**src/rtl/fetch_redirect_ctrl_pkg.sv**
```systemverilog
// Types shared by the fetch redirect controller and the instruction fetch unit:
// the next-PC select encoding, the controller state and the pending-redirect record.
`ifndef INST_ADDR_WIDTH
`define INST_ADDR_WIDTH 32
`endif
`ifndef FETCH_WIDTH
`define FETCH_WIDTH 4
`endif

package fetch_redirect_ctrl_pkg;

  // Address width of a held redirect target; this is the build-wide fetch address width.
  localparam int PEND_ADDR_W = `INST_ADDR_WIDTH;

  // Next-PC source selected by the IFU. The encoding is shared with the IFU mux.
  typedef enum logic [1:0] {
    sb          = 2'd0,
    uj          = 2'd1,
    jalr        = 2'd2,
    pc_plus_4_t = 2'd3
  } next_pc_t;

  // RUN: normal fetch. HOLD: a redirect is parked while fetch is frozen.
  // SQUASH: wrong-path bundles are being dropped after a redirect.
  typedef enum logic [1:0] {
    RUN    = 2'd0,
    HOLD   = 2'd1,
    SQUASH = 2'd2
  } fetch_state_t;

  // A redirect that could not be applied yet because the backend was stalled.
  typedef struct packed {
    logic                   valid;
    next_pc_t               kind;
    logic [PEND_ADDR_W-1:0] target;
  } pend_redirect_t;

  // Execute-stage redirects are either JALR or a taken conditional branch.
  function automatic next_pc_t ex_kind(input logic is_jalr);
    return is_jalr ? jalr : sb;
  endfunction

endpackage

```
**src/rtl/fetch_redirect_ctrl.sv**
```systemverilog
// Fetch redirect controller: arbitrates execute and decode redirects against the
// backend stall, parks a redirect that arrives while fetch is frozen, and squashes
// the wrong-path bundles that follow every applied redirect.
module fetch_redirect_ctrl
  import fetch_redirect_ctrl_pkg::*;
#(
  parameter int INST_ADDR_WIDTH = `INST_ADDR_WIDTH,
  parameter int FETCH_WIDTH     = `FETCH_WIDTH,
  parameter int SQUASH_CYCLES   = 1
) (
  input  logic                       clk,
  input  logic                       reset,
  input  logic                       ex_br_valid,
  input  logic                       ex_br_is_jalr,
  input  logic [INST_ADDR_WIDTH-1:0] ex_br_target,
  input  logic                       dec_jal_valid,
  input  logic [INST_ADDR_WIDTH-1:0] dec_jal_target,
  input  logic                       backend_stall,
  output next_pc_t                   next_pc_sel,
  output logic [INST_ADDR_WIDTH-1:0] SB_Type_addr,
  output logic [INST_ADDR_WIDTH-1:0] UJ_Type_addr,
  output logic [INST_ADDR_WIDTH-1:0] JALR_Type_addr,
  output logic                       ifu_stall,
  output logic                       fetch_valid,
  output logic                       redirect_taken
);

  // The pending record carries a package-wide address width; it must match the ports.
  if (INST_ADDR_WIDTH != PEND_ADDR_W) begin : g_bad_addr_width
    $error("INST_ADDR_WIDTH must equal the package address width");
  end
  // A bundle is squashed as a whole, so its width only has to be sane.
  if (FETCH_WIDTH < 1) begin : g_bad_fetch_width
    $error("FETCH_WIDTH must be at least 1");
  end
  if (SQUASH_CYCLES < 0) begin : g_bad_squash
    $error("SQUASH_CYCLES must not be negative");
  end

  localparam int CNT_W = (SQUASH_CYCLES > 0) ? $clog2(SQUASH_CYCLES + 1) : 1;
  localparam logic [CNT_W-1:0] CNT_LOAD = CNT_W'(SQUASH_CYCLES);
  localparam logic [CNT_W-1:0] CNT_ONE  = CNT_W'(1);

  fetch_state_t               state_q;
  fetch_state_t               state_d;
  logic [CNT_W-1:0]           cnt_q;
  logic [CNT_W-1:0]           cnt_d;
  logic                       pend_valid_q;
  next_pc_t                   pend_kind_q;
  logic [INST_ADDR_WIDTH-1:0] pend_target_q;
  pend_redirect_t             pend_d;
  logic                       pend_load;

  logic                       win_valid;
  next_pc_t                   win_kind;
  logic [INST_ADDR_WIDTH-1:0] win_target;
  logic                       apply;

  // Pick the redirect that owns this cycle: execute always wins because it is the
  // older instruction; a parked redirect comes next; decode JAL only counts in RUN.
  always_comb begin
    win_valid  = 1'b0;
    win_kind   = pc_plus_4_t;
    win_target = '0;
    if (ex_br_valid) begin
      win_valid  = 1'b1;
      win_kind   = ex_kind(ex_br_is_jalr);
      win_target = ex_br_target;
    end else begin
      unique case (state_q)
        HOLD: begin
          win_valid  = pend_valid_q;
          win_kind   = pend_kind_q;
          win_target = pend_target_q;
        end
        RUN: begin
          if (dec_jal_valid) begin
            win_valid  = 1'b1;
            win_kind   = uj;
            win_target = dec_jal_target;
          end
        end
        default: begin
          // In SQUASH decode is looking at the wrong path, so its JAL is ignored.
        end
      endcase
    end
    apply     = win_valid && !backend_stall;
    pend_load = win_valid && backend_stall;
  end

  // Drive the IFU. A redirect goes out on exactly one address port; a redirect that
  // has to be parked also invalidates the current bundle, which is about to be replaced.
  always_comb begin
    next_pc_sel    = pc_plus_4_t;
    SB_Type_addr   = '0;
    UJ_Type_addr   = '0;
    JALR_Type_addr = '0;
    redirect_taken = 1'b0;
    ifu_stall      = backend_stall;
    fetch_valid    = (state_q == RUN) && !pend_load;
    if (apply) begin
      next_pc_sel    = win_kind;
      redirect_taken = 1'b1;
      unique case (win_kind)
        sb:      SB_Type_addr   = win_target;
        uj:      UJ_Type_addr   = win_target;
        jalr:    JALR_Type_addr = win_target;
        default: begin
        end
      endcase
    end
  end

  // Next state, squash counter and pending record.
  always_comb begin
    state_d = state_q;
    cnt_d   = cnt_q;
    pend_d  = '{valid: pend_valid_q, kind: pend_kind_q, target: pend_target_q};
    if (apply) begin
      pend_d.valid = 1'b0;
      if (SQUASH_CYCLES == 0) begin
        state_d = RUN;
        cnt_d   = '0;
      end else begin
        state_d = SQUASH;
        cnt_d   = CNT_LOAD;
      end
    end else if (pend_load) begin
      // A newer execute redirect replaces whatever is parked; decode cannot reach here
      // from HOLD or SQUASH because the arbitration above already filtered it.
      pend_d  = '{valid: 1'b1, kind: win_kind, target: win_target};
      state_d = HOLD;
    end else if (state_q == SQUASH && !backend_stall) begin
      // Only cycles where a bundle actually moves count toward the squash.
      if (cnt_q <= CNT_ONE) begin
        state_d = RUN;
        cnt_d   = '0;
      end else begin
        cnt_d = cnt_q - CNT_ONE;
      end
    end
  end

  // Control state, asynchronously reset so a flush can land mid-HOLD or mid-SQUASH.
  always_ff @(posedge clk or posedge reset) begin
    if (reset) begin
      state_q      <= RUN;
      cnt_q        <= '0;
      pend_valid_q <= 1'b0;
    end else begin
      state_q      <= state_d;
      cnt_q        <= cnt_d;
      pend_valid_q <= pend_d.valid;
    end
  end

  // Pending payload; only meaningful while pend_valid_q is set, so it needs no reset.
  always_ff @(posedge clk) begin
    if (pend_load) begin
      pend_kind_q   <= pend_d.kind;
      pend_target_q <= pend_d.target;
    end
  end

endmodule

```
**config.mk**
```make
export PLATFORM = sky130hd
export DESIGN_NAME = fetch_redirect_ctrl
export DESIGN_NICKNAME = d
export VERILOG_FILES = /design/src/rtl/fetch_redirect_ctrl_pkg.sv /design/src/rtl/fetch_redirect_ctrl.sv
export SDC_FILE = /design/constraint.sdc
export NUM_CORES = 1
export LEC_CHECK = 0
export CAP_MARGIN = 15
export CORE_MARGIN = 8
export CORE_UTILIZATION = 35
export DETAILED_ROUTE_END_ITERATION = 10
export PLACE_DENSITY = 0.77
export SLEW_MARGIN = 25
export SYNTH_ARGS = -nofsm -noshare
export SYNTH_HDL_FRONTEND = slang
export SYNTH_SLANG_ARGS = --single-unit
```
**constraint.sdc**
```tcl
create_clock -name clk -period 2.3 [get_ports clk]
set_input_delay 0.345 -clock clk [delete_from_list [all_inputs] [get_ports clk]]
set_output_delay 0.345 -clock clk [all_outputs]
set_load 0.1 [all_outputs]
```
==> results of run 1 <==
## synth_stat cells (2+ instances only)
cell type	number
inv_2	2
buf_4	7
a222oi_1	32
nor4_2	29
inv_1	37
nand2b_1	3
nor2b_1	35
edfxtp_1	34
buf_2	17
nor4_1	35
clkbuf_1	16
and2_1	2
nor2_1	5
buf_6	4
nor3_1	33
dfrtp_1	3
## metrics by stage
step	util (%)	setup TNS [ns]	setup WS [ns]	instances	area (sq um)
floorplan	-	-40.46	-0.686	309	4250
global placement	93.7	-18.71	-0.244	630	7700
detailed placement	93.7	-26.75	-0.377	630	7700
## cell families after synthesis
logic type,count (synthesis),synth area share [%]
compound gates,43,14.2
buf+inv,83,13.1
flops,37,36.9
mux,1,0.379
simple gates,145,35.4
==> flow_metrics.py, run 1 <==
metrics = {
    "clocking": {
        "cts.repair.resized": 34,
        "root_buffer": "clkbuf_8",
        "cts_buffers": 5,
        "h-tree-depth": 2,
        "numClockSinks": 37,
        "cts_setup_buffers": 20,
        "clockBufferDepth": 2,
        "cts_hold_buf": 0,
    },
    "run_status": {
        "error": "[ERROR DPL-0033] detailed placement checks failed during check placement.",
        "last-stage-reached": "4_1_cts",
        "outcome": "stopped before the end",
    },
    "die": {
        "pin_count": 171,
        "initial_core_util_pct": 36.2,
        "num_rows": 33,
        "die_w_um": 108,
        "fp.dieH_um": 108,
    },
    "synth": {
        "synthCells": 309,
        "synth_top_area_share_pct": 34.4,
        "synth.area.top_cells": "edfxtp_1 34%, nor4_2 12%, a222oi_1 11%",
        "ys_seq_area_share_pct": 36.9,
        "synth_top_cell_by_area": "edfxtp_1",
        "ys_async_sr_fraction_pct": 8.11,
        "synth_area_sq_mm": 0.00297,
        "synth-edff-count": 34,
        "ys_ff_latch": 37,
        "postSynthNetCount": 379,
        "yosys_warnings": 0,
        "synth_cell_type_count": 31,
        "synthFlopType": "edfxtp_1",
        "avgSynthCellArea_sq_um": 9.61,
    },
    "placed_design": {
        "place.gp.congestion": 0.867,
        "port_buffers": 170,
        "dpl.hpwl_um": 13200,
    },
}
==> inputs of run 2 (changes only) <==
--- a/config.mk
+++ b/config.mk
@@ -7,9 +7,9 @@
 export LEC_CHECK = 0
 export CAP_MARGIN = 15
 export CORE_MARGIN = 8
-export CORE_UTILIZATION = 35
+export CORE_UTILIZATION = 29
 export DETAILED_ROUTE_END_ITERATION = 10
-export PLACE_DENSITY = 0.77
+export PLACE_DENSITY_LB_ADDON = 0.15
 export SLEW_MARGIN = 25
 export SYNTH_ARGS = -nofsm -noshare
 export SYNTH_HDL_FRONTEND = slang
==> constraint.sdc (replaced) <==
create_clock -name clk -period 3 [get_ports clk]
set_input_delay 0.45 -clock clk [delete_from_list [all_inputs] [get_ports clk]]
set_output_delay 0.45 -clock clk [all_outputs]
set_load 0.1 [all_outputs]
==> run 2 against run 1 <==
The run now ends clean. Area after synthesis is the same. Synthesized cell count stayed put.
==> flow_metrics.py, run 2 <==
metrics = {
    "run_status": {
        "outcome": "complete, no violations",
    },
    "die": {
        "coreArea_sq_mm": 0.0101,
        "fp.dieH_um": 117,
        "dieArea_sq_mm": 0.0137,
        "num_rows": 37,
        "die_w_um": 117,
        "initial_core_util_pct": 29.3,
        "pin_count": 171,
    },
    "global_route": {
        "grt_util_all_layers_pct": 18.3,
        "grt_pass1_wl_um": 19400,
        "grt_overflow": 0,
        "grt_max_degree": 40,
        "first_global_vias": 3381,
        "antenna_found_initial": 0,
    },
    "timing": {
        "rsz0062_at_grt": "true",
        "tightest_slew_ns": 0.762,
        "setup_violations": 0,
        "finalHoldViolCount": 0,
        "hold_ws_ns": 0.323,
        "relSlewSlack_pct": 49.2,
        "tns_ns": 0,
        "clock.fmax_ghz": 0.345,
        "finalCritPeriodShare_pct": 96.8,
        "finClkSkew_ns": 0.00894,
        "finalMaxSlewViolations": 0,
        "post-route-min-period_ns": 2.90,
    },
    "final_layout": {
        "fill_cells": 818,
        "largest_reg_flops": 32,
        "mostFrequentLayoutCells": "107 x buf_12, 68 x clkdlybuf4s50_1, 61 x nor4_2, 37 x inv_1",
        "final_common_cell": "buf_12",
        "nets": 547,
        "fin_cells": 614,
        "top_register": "pend_target_q",
        "layout-drive-gt1-share_pct": 46.0,
        "num_antenna_cells": 0,
        "syn2layout_area_growth_pct": 113,
        "top_regs": "pend_target_q x32, pend_kind_q x2, state_q x2",
    },
    "placed_design": {
        "placed_cells": 602,
        "dpl.hpwl_um": 9490,
        "port_buffers": 170,
        "place.gp.congestion": 0.750,
    },
    "clocking": {
        "root_buffer": "clkbuf_8",
        "clkTransAtPathRegs_ns": 0.08,
        "cts_buffers": 5,
        "numClockSinks": 37,
        "tritoncts": "done",
        "h-tree-depth": 2,
        "insertion_delay_ns": 0.29,
        "cts_hold_buf": 0,
        "clockBufferDepth": 2,
    },
    "synth": {
        "ys_ff_latch": 37,
        "synth_area_sq_mm": 0.00297,
        "synth.area.top_cells": "edfxtp_1 34%, nor4_2 12%, a222oi_1 11%",
        "postSynthNetCount": 379,
        "ys_seq_area_share_pct": 36.9,
        "synth_top_area_share_pct": 34.4,
        "synth_cell_type_count": 31,
        "ys_async_sr_fraction_pct": 8.11,
        "synth_top_cell_by_area": "edfxtp_1",
        "synth_common_cells": "37 x inv_1, 35 x nor2b_1, 35 x nor4_1, 34 x edfxtp_1, 33 x nor3_1",
        "synthCells": 309,
        "synth-edff-count": 34,
        "avgSynthCellArea_sq_um": 9.61,
        "yosys_warnings": 0,
        "synth.most_common_cell": "inv_1",
        "synthFlopType": "edfxtp_1",
    },
    "setup_path": {
        "critPathRequiredTime_ns": 2.55,
        "cp_max_fo": 37,
        "crit_path_end": "SB_Type_addr[6]",
        "crit_start": "state_q[0]",
        "end_kind": "output pin",
        "worstSetupPathType": "reg2out",
        "critPathArrivalTime_ns": 2.45,
        "rrSetupSlack_ns": 1.03,
        "r2r-end": "pend_target_q[12]",
        "r2r_start": "state_q[0]",
        "reg2regPathDepth": 4,
        "startpoint_type": "flip-flop",
    },
    "route": {
        "via_per_inst": 5.32,
        "drtAntennaViolNets": 0,
        "drc": 0,
        "wl_per_cell_um": 20.6,
        "drt-initial-drc-count": 271,
        "firstDrtPassIters": 6,
        "via_count": 3269,
        "wirelength_um": 12600,
    },
    "power": {
        "power_leakage_nw": 2.24,
        "design_power_total_mw": 2.20,
        "peakVddDrop_mv": 0.177,
        "cellPowerDensity_mw_per_mm2": 348,
    },
    "job": {
        "drv_cap": 0,
    },
    "hold_path": {
        "hp-class": "in2async",
    },
}
==> run 2: cell counts after synthesis <==
No cell type changed its count.
==> run 2: worst max-delay path: stages, from the launching register on <==
cell and delay, ns:
dfrtp_2 0.51, nor2b_2 0.22, buf_4 0.29, a21oi_4 0.10, buf_4 0.31, nor4_2 0.47
buf_12 0.23
==> run 2: layer usage <==
layer	part of all wire (%)	GRT usage [%]	wire [um]	up-vias
met5	0	0	0	-
met4	1.5	5.12	185	0
met3	8.8	5.49	1110	14
met2	51	30.8	6500	134
met1	38	22.0	4840	1584
li1	-	-	-	1537
==> run 2: area by class of cell <==
type	instances	area [sq um]	share of cell area, %
Inverter	39	146	2.32
Multi-Input combinational cell	189	1770	28.0
Tap cell	136	170	2.69
Sequential cell	37	1100	17.4
Timing Repair Buffer	205	3050	48.2
Clock buffer	8	90.1	1.43
==> run 2: where the power goes <==
part	total (mW)	internal [mW]	switching, mW
clock	0.369	0.188	0.181
sequential	0.658	0.631	0.0271
combinational	1.17	0.424	0.748
==> run 2: cell families after synthesis <==
family	count (synthesis)	synth area share [%]
AO/OA/AOI/OAI	43	14.2
multiplexers	1	0.379
AND/OR/NAND/NOR	145	35.4
buffers and inverters	83	13.1
flip-flops	37	36.9
==> run 2: what timing repair did <==
action                     in CTS  in global routing
setup buffers                   0                  4
setup endpoints to repair       5                 11
cloned                          0                  0
pin swaps                       0                  8
resized for setup               1                  0
==> run 2: stage by stage <==
step                setup WS [ns]  util (%)  area [sq um]
floorplan                  -0.799         -          3230
global placement            0.134      61.1          6200
detailed placement         0.0813      61.1          6200
CTS                        0.0696      62.0          6290
global route              -0.0178      62.3          6320
finish                     0.0974      62.3          6320
==> run 2: how the worst min path moves through the flow <==
stage | start | to | slack [ns] | cells after the start
after floorplan | reset | pend_valid_q | 0.20 | 1
after global placement | pend_valid_q | pend_valid_q | 0.57 | 2
after detailed placement | pend_valid_q | pend_valid_q | 0.59 | 2
after CTS | reset | state_q[1] | 0.32 | 2
after global routing | reset | pend_valid_q | 0.33 | 2
final | reset | state_q[1] | 0.32 | 2
No activity file was read; power rests on OpenSTA's default activity.
